==> src/rtl/gol_pkg.sv <==
// Shared definitions for the grid scan-out block.
//   scan_state_e : scan FSM state encoding (IDLE / STREAM / DONE)
//   calc_cw      : column counter width, max(1, clog2(cols))
//   calc_rw      : row counter width, max(1, clog2(rows))
//   calc_nw      : live-cell count width, clog2(rows*cols + 1)
`timescale 1ns/1ps
package gol_pkg;

    typedef enum logic [1:0] {
        StIdle   = 2'd0,
        StStream = 2'd1,
        StDone   = 2'd2
    } scan_state_e;

    function automatic int unsigned calc_cw(input int unsigned cols);
        return (cols > 1) ? $clog2(cols) : 1;
    endfunction

    function automatic int unsigned calc_rw(input int unsigned rows);
        return (rows > 1) ? $clog2(rows) : 1;
    endfunction

    // Needs to hold the value rows*cols itself (all cells live).
    function automatic int unsigned calc_nw(input int unsigned rows, input int unsigned cols);
        return $clog2(rows * cols + 1);
    endfunction

endpackage

==> src/rtl/grid_scan_out_if.sv <==
// Cell stream interface of the grid scan-out block.
//   out_valid : beat available (source -> sink)
//   out_ready : sink accepts beat (sink -> source)
//   out_cell  : state of the current cell
//   out_col   : column of the current cell
//   out_row   : row of the current cell
//   out_sof   : current beat is cell (0,0)
//   out_eof   : current beat is the last cell of the grid
// Modports: master = stream source, slave = stream sink.
`timescale 1ns/1ps
interface grid_scan_out_if
    import gol_pkg::*;
#(
    parameter int unsigned COLS = 8,
    parameter int unsigned ROWS = 8
) ();

    localparam int unsigned CW = calc_cw(COLS);
    localparam int unsigned RW = calc_rw(ROWS);

    logic          out_valid;
    logic          out_ready;
    logic          out_cell;
    logic [CW-1:0] out_col;
    logic [RW-1:0] out_row;
    logic          out_sof;
    logic          out_eof;

    modport master (
        output out_valid,
        output out_cell,
        output out_col,
        output out_row,
        output out_sof,
        output out_eof,
        input  out_ready
    );

    modport slave (
        input  out_valid,
        input  out_cell,
        input  out_col,
        input  out_row,
        input  out_sof,
        input  out_eof,
        output out_ready
    );

endinterface

==> src/rtl/gol_dff.sv <==
// Plain D flip-flop bank with asynchronous active-low reset.
//   clk   : clock
//   rst_n : asynchronous active-low reset, loads INITVAL
//   d     : next value, captured every posedge
//   q     : registered value
`timescale 1ns/1ps
module gol_dff #(
    parameter int unsigned    W       = 1,
    parameter logic [W-1:0]   INITVAL = '0
) (
    input  logic         clk,
    input  logic         rst_n,
    input  logic [W-1:0] d,
    output logic [W-1:0] q
);

    always_ff @(posedge clk or negedge rst_n) begin
        if (!rst_n) begin
            q <= INITVAL;
        end else begin
            q <= d;
        end
    end

endmodule

==> src/rtl/grid_scan_out.sv <==
// Snapshots a ROWS x COLS cell grid on start and streams it out one cell per
// beat in row-major order over a valid/ready interface, then pulses done and
// publishes the number of live cells in the frame.
//   clk        : clock, all state changes on posedge
//   _rst       : asynchronous active-low reset
//   start      : capture the grid and begin a frame (sampled only when idle)
//   grid       : live cell states, bit r*COLS+c = cell (r, c)
//   busy       : high from the capture cycle through the done cycle
//   done       : one-cycle pulse after the last beat transfers
//   live_count : live cells in the last completed frame
//   strm       : cell stream (master side)
`timescale 1ns/1ps
module grid_scan_out
    import gol_pkg::*;
#(
    parameter int unsigned COLS = 8,
    parameter int unsigned ROWS = 8,
    localparam int unsigned CW    = calc_cw(COLS),
    localparam int unsigned RW    = calc_rw(ROWS),
    localparam int unsigned NW    = calc_nw(ROWS, COLS),
    localparam int unsigned NCELL = ROWS * COLS
) (
    input  logic             clk,
    input  logic             _rst,
    input  logic             start,
    input  logic [NCELL-1:0] grid,
    output logic             busy,
    output logic             done,
    output logic [NW-1:0]    live_count,
    grid_scan_out_if.master  strm
);

    scan_state_e      state_q, state_d;
    logic [CW-1:0]    col_q, col_d;
    logic [RW-1:0]    row_q, row_d;
    logic [NW-1:0]    cnt_q, cnt_d;
    logic [NW-1:0]    live_q, live_d;
    logic             snap_load;
    logic [NCELL-1:0] snap_q, snap_d;
    logic [NCELL-1:0] snap_shifted;
    logic [NW-1:0]    cell_idx;
    logic             cur_cell;
    logic             valid;
    logic             last;
    logic             first;
    logic             xfer;

    // Frame snapshot: reloaded only on the capture edge, so grid changes
    // during a frame never reach the stream.
    assign snap_d = snap_load ? grid : snap_q;

    gol_dff #(
        .W       (NCELL),
        .INITVAL ('0)
    ) u_snap (
        .clk   (clk),
        .rst_n (_rst),
        .d     (snap_d),
        .q     (snap_q)
    );

    // Shift rather than index so the select width never depends on NW.
    assign cell_idx     = NW'(row_q) * NW'(COLS) + NW'(col_q);
    assign snap_shifted = snap_q >> cell_idx;
    assign cur_cell     = snap_shifted[0];

    assign valid = (state_q == StStream);
    assign first = (row_q == '0) && (col_q == '0);
    assign last  = (row_q == RW'(ROWS - 1)) && (col_q == CW'(COLS - 1));
    assign xfer  = valid && strm.out_ready;

    always_comb begin
        state_d   = state_q;
        col_d     = col_q;
        row_d     = row_q;
        cnt_d     = cnt_q;
        live_d    = live_q;
        snap_load = 1'b0;
        unique case (state_q)
            StIdle: begin
                if (start) begin
                    state_d   = StStream;
                    snap_load = 1'b1;
                    col_d     = '0;
                    row_d     = '0;
                    cnt_d     = '0;
                end
            end
            StStream: begin
                if (xfer) begin
                    if (cur_cell) begin
                        cnt_d = cnt_q + NW'(1);
                    end
                    if (last) begin
                        state_d = StDone;
                        live_d  = cnt_q + NW'(cur_cell);
                        col_d   = '0;
                        row_d   = '0;
                    end else if (col_q == CW'(COLS - 1)) begin
                        col_d = '0;
                        row_d = row_q + RW'(1);
                    end else begin
                        col_d = col_q + CW'(1);
                    end
                end
            end
            StDone: begin
                state_d = StIdle;
            end
            default: begin
                state_d = StIdle;
            end
        endcase
    end

    always_ff @(posedge clk or negedge _rst) begin
        if (!_rst) begin
            state_q <= StIdle;
            col_q   <= '0;
            row_q   <= '0;
            cnt_q   <= '0;
            live_q  <= '0;
        end else begin
            state_q <= state_d;
            col_q   <= col_d;
            row_q   <= row_d;
            cnt_q   <= cnt_d;
            live_q  <= live_d;
        end
    end

    // Beat fields are forced to zero whenever no beat is presented.
    assign strm.out_valid = valid;
    assign strm.out_cell  = valid & cur_cell;
    assign strm.out_col   = valid ? col_q : '0;
    assign strm.out_row   = valid ? row_q : '0;
    assign strm.out_sof   = valid & first;
    assign strm.out_eof   = valid & last;

    assign busy       = (state_q != StIdle);
    assign done       = (state_q == StDone);
    assign live_count = live_q;

endmodule

==> src/flat_wrapper.sv <==
// flat-port wrapper written by rule: the top's interface ports become plain ports
module grid_scan_out_flat import gol_pkg::*;
#(
    parameter int unsigned COLS = 8,
    parameter int unsigned ROWS = 8,
    localparam int unsigned CW    = calc_cw(COLS),
    localparam int unsigned RW    = calc_rw(ROWS),
    localparam int unsigned NW    = calc_nw(ROWS, COLS),
    localparam int unsigned NCELL = ROWS * COLS
)
  (clk, _rst, start, grid, busy, done, live_count, strm_out_valid, strm_out_cell, strm_out_col, strm_out_row, strm_out_sof, strm_out_eof, strm_out_ready);
  grid_scan_out_if #(.COLS(COLS), .ROWS(ROWS)) strm_i ();
  input  logic clk;
  input  logic _rst;
  input  logic start;
  input  logic [NCELL-1:0] grid;
  output logic busy;
  output logic done;
  output logic [NW-1:0] live_count;
  output wire logic [$bits(strm_i.out_valid)-1:0] strm_out_valid;
  output wire logic [$bits(strm_i.out_cell)-1:0] strm_out_cell;
  output wire logic [$bits(strm_i.out_col)-1:0] strm_out_col;
  output wire logic [$bits(strm_i.out_row)-1:0] strm_out_row;
  output wire logic [$bits(strm_i.out_sof)-1:0] strm_out_sof;
  output wire logic [$bits(strm_i.out_eof)-1:0] strm_out_eof;
  input wire logic [$bits(strm_i.out_ready)-1:0] strm_out_ready;
  assign strm_out_valid = strm_i.out_valid;
  assign strm_out_cell = strm_i.out_cell;
  assign strm_out_col = strm_i.out_col;
  assign strm_out_row = strm_i.out_row;
  assign strm_out_sof = strm_i.out_sof;
  assign strm_out_eof = strm_i.out_eof;
  assign strm_i.out_ready = strm_out_ready;
  grid_scan_out #(.COLS(COLS), .ROWS(ROWS)) u_core (.clk(clk), ._rst(_rst), .start(start), .grid(grid), .busy(busy), .done(done), .live_count(live_count), .strm(strm_i));
endmodule
==> config.mk <==
export PLATFORM = sky130hd
export DESIGN_NAME = grid_scan_out_flat
export DESIGN_NICKNAME = d
export VERILOG_FILES = /design/src/rtl/gol_pkg.sv /design/src/rtl/grid_scan_out_if.sv /design/src/rtl/gol_dff.sv /design/src/rtl/grid_scan_out.sv /design/src/flat_wrapper.sv
export SDC_FILE = /design/constraint.sdc
export NUM_CORES = 1
export LEC_CHECK = 0
export ABC_AREA = 1
export CAP_MARGIN = 40
export CORE_MARGIN = 4
export CORE_UTILIZATION = 56
export DETAILED_ROUTE_END_ITERATION = 16
export PLACE_DENSITY = 0.87
export SLEW_MARGIN = 20
export SYNTH_ARGS = -nofsm -noshare
export SYNTH_HDL_FRONTEND = slang
export SYNTH_HIERARCHICAL = 1
export SYNTH_SLANG_ARGS = --single-unit
==> constraint.sdc <==
create_clock -name clk -period 6.8 [get_ports clk]
set_clock_uncertainty 0.1 [all_clocks]
set_input_delay 1.02 -clock clk [delete_from_list [all_inputs] [get_ports clk]]
set_output_delay 1.02 -clock clk [all_outputs]
set_load 0.02 [all_outputs]
==> Yosys cells after proc, flatten, opt, wreduce, memory -nomap -nowiden <==
Index checks and enable logic that the tools add are counted.
{ "totals": {"mem_count": 0, "romBits": 0, "register_bits": 86, "in_bits": 68, "wordCells": 58, "latchBits": 0, "output_inout_bits": 19, "ramBits": 0} }
{ "classes": {"n_eq_ne": 9, "shifts": 1, "div_mod_pow": 0, "add_sub_neg": 5, "bitwise": 3, "magnitude_cmp": 0, "mul": 0, "muxes": 21, "n_reduce_logical": 13} }
{ "ops": {"columns": ["cell", "count"], "rows": [
  [">> shifter 64 x 7 -> 1 bit", 1],
  ["2-to-1 mux 3 bit", 9],
  ["2-to-1 mux 7 bit", 3],
  ["case mux 7 bit (2 select lines)", 1],
  ["case mux 3 bit (2 select lines)", 2],
  ["AND reduction 3 bit", 3],
  ["AND reduction 4 bit", 2],
  ["adder 6 x 3 -> 7 bit", 1],
  ["adder 7 x 1 -> 7 bit", 1],
  ["adder 7 x 1 -> 7 bit (second input constant)", 1],
  ["adder 3 x 1 -> 3 bit (second input constant)", 2],
  ["== test 3 bit (second input constant)", 2],
  ["logical NOT 3 bit", 2],
  ["2-to-1 mux 2 bit", 3],
  ["inequality test 2 bit (second input constant)", 3],
  ["case mux 2 bit (2 select lines)", 1],
  ["nonzero test 2 bit", 2],
  ["bitwise AND 1 bit", 3],
  ["logical AND 1 bit", 3],
  ["inequality test 3 bit (second input constant)", 1],
  ["== test 2 x 1 -> 1 bit (second input constant)", 1],
  ["== test 2 bit (second input constant)", 1],
  ["logical NOT 2 bit", 1],
  ["2-to-1 mux 1 bit", 2],
  ["inequality test 2 x 1 -> 1 bit (second input constant)", 1]
]} }

==> Depth between registers and ports, before layout <==
{ "logic_depth": {"ltp_word": 5, "mapped_depth": 18, "ltp_nobuf": 16} }

==> Hierarchy <==
The synthesis kept the hierarchy.
{ "by_module_without_submodules": {"columns": ["mod", "instances", "cells_each", "seq_area_each_um2", "area_per_inst_um2"], "rows": [
  ["grid_scan_out", 1, 511, 550.5, 2756.4],
  ["gol_dff", 1, 64, 1601.5, 1601.5]
]} }

==> Worst setup path after synthesis <==
Ideal clock, no wire load.
{ "synth_path": {"path_type": "reg2out", "start": "register u_core.col_q[0]", "end": "output port strm_out_cell", "required_ns": 5.680, "path_stages_with_launch": 12, "arrival_time_ns": 1.559, "slack_ns": 4.121, "path_buffers": 2, "cell_sequence": "dfrtp_1 -> buf_4 -> inv_4 -> buf_6 -> nand2_1 -> nand3_1 -> nand3_1 -> nand2_1 -> nand2_1 -> nand3_1 -> nand3_2 -> a21oi_1"} }
{ "synth_via": {"elab_chain_cells": 3} }
{ "synth_rtl": {"columns": ["element", "line", "text"], "rows": [
  ["start: declaration", "grid_scan_out.sv:34", "logic [CW-1:0] col_q, col_d;"],
  ["start signal: assignment", "grid_scan_out.sv:125", "col_q <= col_d;"],
  ["adder 6 x 3 -> 7 bit", "grid_scan_out.sv:63", "assign cell_idx = NW'(row_q) * NW'(COLS) + NW'(col_q);"],
  [">> shifter 64 x 7 -> 1 bit", "grid_scan_out.sv:64", "assign snap_shifted = snap_q >> cell_idx;"],
  ["bitwise AND 1 bit", "grid_scan_out.sv:134", "assign strm.out_cell = valid & cur_cell;"],
  ["end: declaration", "flat_wrapper.sv:21", "output wire logic [$bits(strm_i.out_cell)-1:0] strm_out_cell;"]
]} }
Every way passes these cells.

==> Worst setup path after layout <==
Same ends and word-level chain as after synthesis.

==> summary.txt <==
Place
  – Placed instance count: roughly 740
  – Last weighted congestion value of the routability-driven placer: ~0.85
  – Instance area after placement: 0.00524 mm^2
  – Number of input and output port buffers inserted: 86
  – Post-DP HPWL: ~6900 um

Yosys
  – Synth async-reset ratio: 1.00
  – Post-synthesis sequential area ratio: 0.494
  – Register bit total from synthesis: 86
  – Most frequent cells after synthesis: sky130_fd_sc_hd__nand2_1, sky130_fd_sc_hd__dfrtp_1, sky130_fd_sc_hd__nand3_1, sky130_fd_sc_hd__nor2_1
  – Count of unique library cells instantiated by Yosys: 29
  – Synth warnings: 6
  – Number of enable flip-flop cells after synthesis: 0
  – Area leader, netlist: sky130_fd_sc_hd__dfrtp_1
  – Top FF cell, synth: sky130_fd_sc_hd__dfrtp_1
  – Synth Instances: around 580
  – Post-Synthesis Net Count: 652
  – Avg Synthesized Cell Area: roughly 7.6 um^2
  – Cell Area, Synth: approximately 0.0044 mm^2
  – Most frequent cell after synthesis: sky130_fd_sc_hd__nand2_1
  – Share of the synthesized area in the top cell type: 0.494
  – Cell types occupying the most area after synthesis: sky130_fd_sc_hd__dfrtp_1, sky130_fd_sc_hd__nand2_1, sky130_fd_sc_hd__nand3_1

Final layout
  – Post-route design area: roughly 0.0054 mm^2
  – Fraction of layout instances using a drive strength above 1: 0.0492
  – N_diodes: 0
  – Area added between synthesis and finish: 24.5%
  – Number of nets in the layout: around 720
  – Number of non-filler instances in the completed layout: between 700 and 800

Floorplanning
  – Effective utilization at floorplan: 0.588
  – Total I/O pin count: 87
  – Rows: 31
  – Total die area: between 0.009 and 0.01 mm^2
  – Core Area: about 0.0074 mm^2
  – Die extent in y: 96.2 um
  – Die X: between 90 and 100 um

Global routing
  – Overall Global Routing Usage: 0.233
  – Number of global-route vias before repair: between 3k and 4k
  – Overall overflow remaining after global route: 0
  – Maximum number of pins on one net before global-route repair: 66
  – Antenna violations before repair: 0
  – Wire length of the first global-routing pass: about 17000 um

STA
  – Final setup violating endpoints: 0
  – Share of the clock period used by the worst path: 0.610
  – Fmax: 0.241 GHz
  – Final total negative setup slack: 0 ns
  – Worst slew margin relative to its limit: 0.525
  – Final slew viol count: 0
  – Tmin final: between 4 and 5 ns
  – Final hold violations: 0
  – RSZ-0062 raised after global routing: false
  – Transition time at the pin with the least slew margin: ~0.7 ns

Routing
  – Remaining number of nets flagged by the antenna check after routing: 0
  – Routed length per placed instance: approximately 13 um
  – 1st-pass router iterations: 5
  – Detailed-route DRC error count: 0
  – Aggregate routed wire length: between 9000 and 10000 um
  – Total number of vias: just under 4k
  – Number of DRC markers after the initial detailed-route iteration: 349
  – Post-detailed-route via-to-cell ratio: 5.25

Worst setup path
  – Data required time of the worst path: between 5 and 6 ns
  – Kind of start point of the critical path: flop
  – Maximum fanout along the worst path: 36
  – Critical Path Sink Type: output pin
  – Setup CP Type: reg -> out
  – Arrival time at the worst endpoint: between 3 and 4 ns

Clocking
  – Number of buffers inserted during clock tree synthesis: 9
  – Setup repair bufs after CTS: 0
  – Clk sinks: 86
  – Root Buffer: sky130_fd_sc_hd__clkbuf_8
  – Number of buffers on the longest clock path: 2
  – Number of resized instances in the post-cts repair step: 0
  – CTS tree: built
  – Clock latency on the worst-skew pair: 0.35 ns
  – Clock slew at reported path FFs: 0.07 ns
  – H-tree lvl count: 3
  – Number of buffers inserted for hold repair after clock tree synthesis: 0

Pwr
  – Power Density: 397 mW/mm^2
  – Worst vdd ir: 0.194 mV
  – Sum of internal, switching and leakage power: roughly 2.2 mW
  – Leak pwr: between 2 and 3 nW

Run
  – Max Cap Viol: 0

Status
  – Result of the run: finished clean

Worst hold path
  – Worst min path class: reg -> reg
[cell usage in the layout (no fill, tap or decap)]
cell and count:
sky130_fd_sc_hd__inv_4 3, sky130_fd_sc_hd__nor3_1 4, sky130_fd_sc_hd__nor2_4 3, sky130_fd_sc_hd__buf_16 1, sky130_fd_sc_hd__nand2_4 1, sky130_fd_sc_hd__clkinv_1 2
sky130_fd_sc_hd__xor2_1 3, sky130_fd_sc_hd__nor2_1 18, sky130_fd_sc_hd__o21ai_0 13, sky130_fd_sc_hd__buf_4 2, sky130_fd_sc_hd__clkbuf_8 10, sky130_fd_sc_hd__buf_12 1
sky130_fd_sc_hd__nand2_2 1, sky130_fd_sc_hd__nand3_1 68, sky130_fd_sc_hd__nand2_1 305, sky130_fd_sc_hd__a22o_1 1, sky130_fd_sc_hd__dfrtp_1 86, sky130_fd_sc_hd__nor2_8 1
sky130_fd_sc_hd__inv_2 4, sky130_fd_sc_hd__a21oi_1 4, sky130_fd_sc_hd__buf_8 1, sky130_fd_sc_hd__nor3b_1 1, sky130_fd_sc_hd__nand3_2 2, sky130_fd_sc_hd__bufinv_16 1
sky130_fd_sc_hd__clkdlybuf4s50_1 85, sky130_fd_sc_hd__inv_1 12, sky130_fd_sc_hd__nand4_1 1, sky130_fd_sc_hd__ha_1 9, sky130_fd_sc_hd__xnor2_1 2, sky130_fd_sc_hd__clkbuf_1 4
sky130_fd_sc_hd__a22oi_1 1, sky130_fd_sc_hd__nand3_4 1
[per-stage QoR]
stage	hold WS, ns	setup WS [ns]	utilization
2_1_floorplan	0.342	4.12	-
4_1_cts	0.378	2.67	0.732
5_1_grt	0.390	2.47	0.732
3_3_place_gp	0.353	3.02	0.699
3_5_place_dp	0.359	3.07	0.708
6_report	0.378	2.65	0.732
[cell families (layout without fill, tap and decap cells)]
family                     after synthesis  in the layout  share of synthesized area
DFF                                     86             86                      0.494
adders and majority gates                9              9                     0.0258
and+or+nand+nor                        406            406                      0.387
xor gates and xnor gates                 5              5                     0.0101
AOI/OAI and AO/OA                       19             19                     0.0233
buffers and inverters                   50            126                     0.0597
[power breakdown]
part / internal (mW) / total, mW / switching, mW
logic: 0.363 / 0.906 / 0.543
registers: 0.717 / 0.900 / 0.183
clock network: 0.179 / 0.348 / 0.169
[path summary, 6_finish.rpt]
kind	from	end	slack [ns]	depth (start not counted)
setup / recovery	u_core/col_q[0]	strm_out_cell	2.65	11
hold / removal	u_core/u_snap/q[56]	u_core/u_snap/q[56]	0.38	2
setup reg to reg	u_core/col_q[0]	u_core/live_count[6]	3.72	17
hold reg to reg	u_core/u_snap/q[56]	u_core/u_snap/q[56]	0.38	2
max in group asynchronous	_rst	u_core/u_snap/q[48]	5.50	2
min in group asynchronous	_rst	u_core/u_snap/q[7]	0.49	1
[flip-flops by register name (all words and copies together), names as in the netlist]
register           cells
u_core/u_snap/q       64
u_core/cnt_q           7
u_core/live_count      7
u_core/col_q           3
u_core/row_q           3
u_core/state_q         2
[critical path, cell delays in order, from the launching register on]
cell and delay, ns:
sky130_fd_sc_hd__dfrtp_1 0.63, sky130_fd_sc_hd__buf_8 0.28, sky130_fd_sc_hd__inv_4 0.27, sky130_fd_sc_hd__nand2_1 0.12
sky130_fd_sc_hd__nand3_1 0.09, sky130_fd_sc_hd__nand3_1 0.09, sky130_fd_sc_hd__nand2_1 0.08, sky130_fd_sc_hd__nand2_1 0.05
sky130_fd_sc_hd__nand3_1 0.09, sky130_fd_sc_hd__nand3_2 0.13, sky130_fd_sc_hd__a21oi_1 0.21, sky130_fd_sc_hd__clkdlybuf4s50_1 0.64
[layout make-up]
type	count	area [um^2]
Clock buffer	14	153
Clock inverter	1	30.0
Fill cell	582	1980
Inverter	21	86.3
Multi-Input combinational cell	439	1950
Sequential cell	86	2150
Tap cell	99	124
Timing Repair Buffer	90	928
[per-layer routing]
metal | vias to the layer above | track usage | routed length, um
met5 | - | 0 | 0
met4 | 0 | 0.0794 | 140
met3 | 18 | 0.0477 | 654
met2 | 149 | 0.389 | 4910
met1 | 1820 | 0.302 | 4180
li1 | 1947 | - | -
Power figures use the tool's default switching activity.
==> edit, RTL diff (same flow settings) <==
`ROWS` is set to 8 in 3 places; all go to 16.
--- a/src/rtl/grid_scan_out_if.sv
+++ b/src/rtl/grid_scan_out_if.sv
@@ -14,3 +14,3 @@
     parameter int unsigned COLS = 8,
-    parameter int unsigned ROWS = 8
+    parameter int unsigned ROWS = 16
 ) ();
--- a/src/rtl/grid_scan_out.sv
+++ b/src/rtl/grid_scan_out.sv
@@ -16,3 +16,3 @@
     parameter int unsigned COLS = 8,
-    parameter int unsigned ROWS = 8,
+    parameter int unsigned ROWS = 16,
     localparam int unsigned CW    = calc_cw(COLS),
--- a/src/flat_wrapper.sv
+++ b/src/flat_wrapper.sv
@@ -4,3 +4,3 @@
     parameter int unsigned COLS = 8,
-    parameter int unsigned ROWS = 8,
+    parameter int unsigned ROWS = 16,
     localparam int unsigned CW    = calc_cw(COLS),
Ports: changed (resized grid, live_count and strm_out_row); port bits go from 87 to 153. No check against the original RTL was run, so the function may have changed too.
==> edit against the unedited design <==
Routed wire length is 99% higher. Sequential power is 56% higher. Sequential share of layout area is 0.14 points higher. Synthesized cell count is 76% higher. Setup slack worse by 0.20 ns. Global-route usage is 3.1 points higher. Via count is 78% higher. Design area is 77% higher. Non-clock buffer count is 70 higher. Cell count is 76% higher. Area after synthesis is 72% higher. Total power is 66% higher. Sequential cell count is 67 higher.
==> edit: results (changes against the unedited design) <==
outcome complete, no violations (unchanged); Synth top cells by count nand2_1, dfrtp_1, nand3_1, nor2_1, clkbuf_1 (was nand2_1, dfrtp_1, nand3_1, nor2_1); FF-to-FF Start u_core/col_q[1] (was u_core/col_q[0]); gr usage total 26.4% (was 23.3%); CTS Buf Count 17 (was 9); CP max FO 35 (was 36); pre-CTS setup slack 2.91 ns (was 3.07 ns); clock root buffer clkbuf_16 (was clkbuf_8); Seq/Total Area, Yosys 51.0% (was 49.4%); Filler cells 1,020 (was 582); Initial DRT Pass Iterations 8 (was 5); min-delay worst type in -> async (was reg -> reg); PortBufs 152 (was 86); worst vdd ir 0.211 mV (was 0.194 mV); WP data arrival 3.23 ns (was 3.03 ns); WL/cell 14.9 um (was 13.2 um); max reg flops 128 (was 64); Iter 0 DRT Violations 667 (was 349); htree depth 4 (was 3); count of different cell masters after synthesis 28 (was 29); number of cells on the worst reg-to-reg path 18 (was 17); Leakage 4.82 nW (was 2.73 nW); Worst path max stage delay 0.61 ns (was 0.64 ns); Via density 5.29 (was 5.25); final net count 1,275 (was 724)
[edit: changes by cell type in the layout (fill, tap and decap cells not counted), moves of 11 or more]
cell	delta
clkbuf_16	+17
clkdlybuf4s50_1	+66
dfrtp_1	+66
nand2_1	+260
nand3_1	+64
nor2_1	+12
o21ai_0	-11
o21ai_1	+11
[edit: kinds of logic (layout without fill, tap and decap cells)]
logic type / count (synthesis) / count (layout) / synth area share (%)
xor gates and xnor gates: 6 / 6 / 0.699
and+or+nand+nor: 742 / 742 / 40.0
DFF: 153 / 153 / 51.0
adders and majority gates: 8 / 8 / 1.33
buffers and inverters: 83 / 216 / 5.43
AOI/OAI and AO/OA: 22 / 22 / 1.58
[edit: final cells by class]
| cell class | count | area share (%) |
|---|---|---|
| well taps | 176 | 2.29 |
| repair buffers | 160 | 16.9 |
| inverters | 25 | 1.05 |
| flip-flops and latches | 153 | 39.8 |
| multi-input cells | 778 | 34.1 |
| clock buffers | 24 | 5.11 |
| clock inverters | 7 | 0.702 |
[edit: worst paths after layout]
| check | to | slack [ns] |
|---|---|---|
| setup / recovery | strm_out_cell | 2.45 |
| hold / removal | u_core/live_count[5] | 0.36 |
| setup reg to reg | u_core/live_count[6] | 3.45 |
| hold reg to reg | u_core/u_snap/q[8] | 0.38 |
| max in group asynchronous | u_core/u_snap/q[114] | 5.25 |
| min in group clk | u_core/u_snap/q[8] | 0.38 |
[edit: power groups by stage]
stage                     sequential [W]  clock, W  combinational (W)
after floorplan                  0.00133         0           0.000951
after global placement           0.00140         0            0.00120
after detailed placement         0.00140         0            0.00124
after CTS                        0.00140  0.000904            0.00127
after global routing             0.00143  0.000942            0.00143
final                            0.00140  0.000893            0.00127
[edit: stage by stage]
step / utilization, % / hold WS, ns / std cells / total power, W / area [sq um]
after floorplan: - / 0.349 / 1014 / 0.00228 / 7510
after global placement: 68.2 / 0.363 / 1289 / 0.00259 / 9000
after detailed placement: 68.7 / 0.365 / 1292 / 0.00265 / 9060
after CTS: 73.0 / 0.362 / 1323 / 0.00357 / 9620
after global routing: 73.0 / 0.365 / 1323 / 0.00380 / 9620
final: 73.0 / 0.364 / 1323 / 0.00356 / 9620
[edit: per-layer routing]
metal	vias to the layer above	share of wire [%]	global-route usage (%)
li1	3411	-	-
met1	3275	43	34.4
met2	272	49	43.7
met3	36	6.7	5.86
met4	0	1.6	9.00
met5	-	0	0
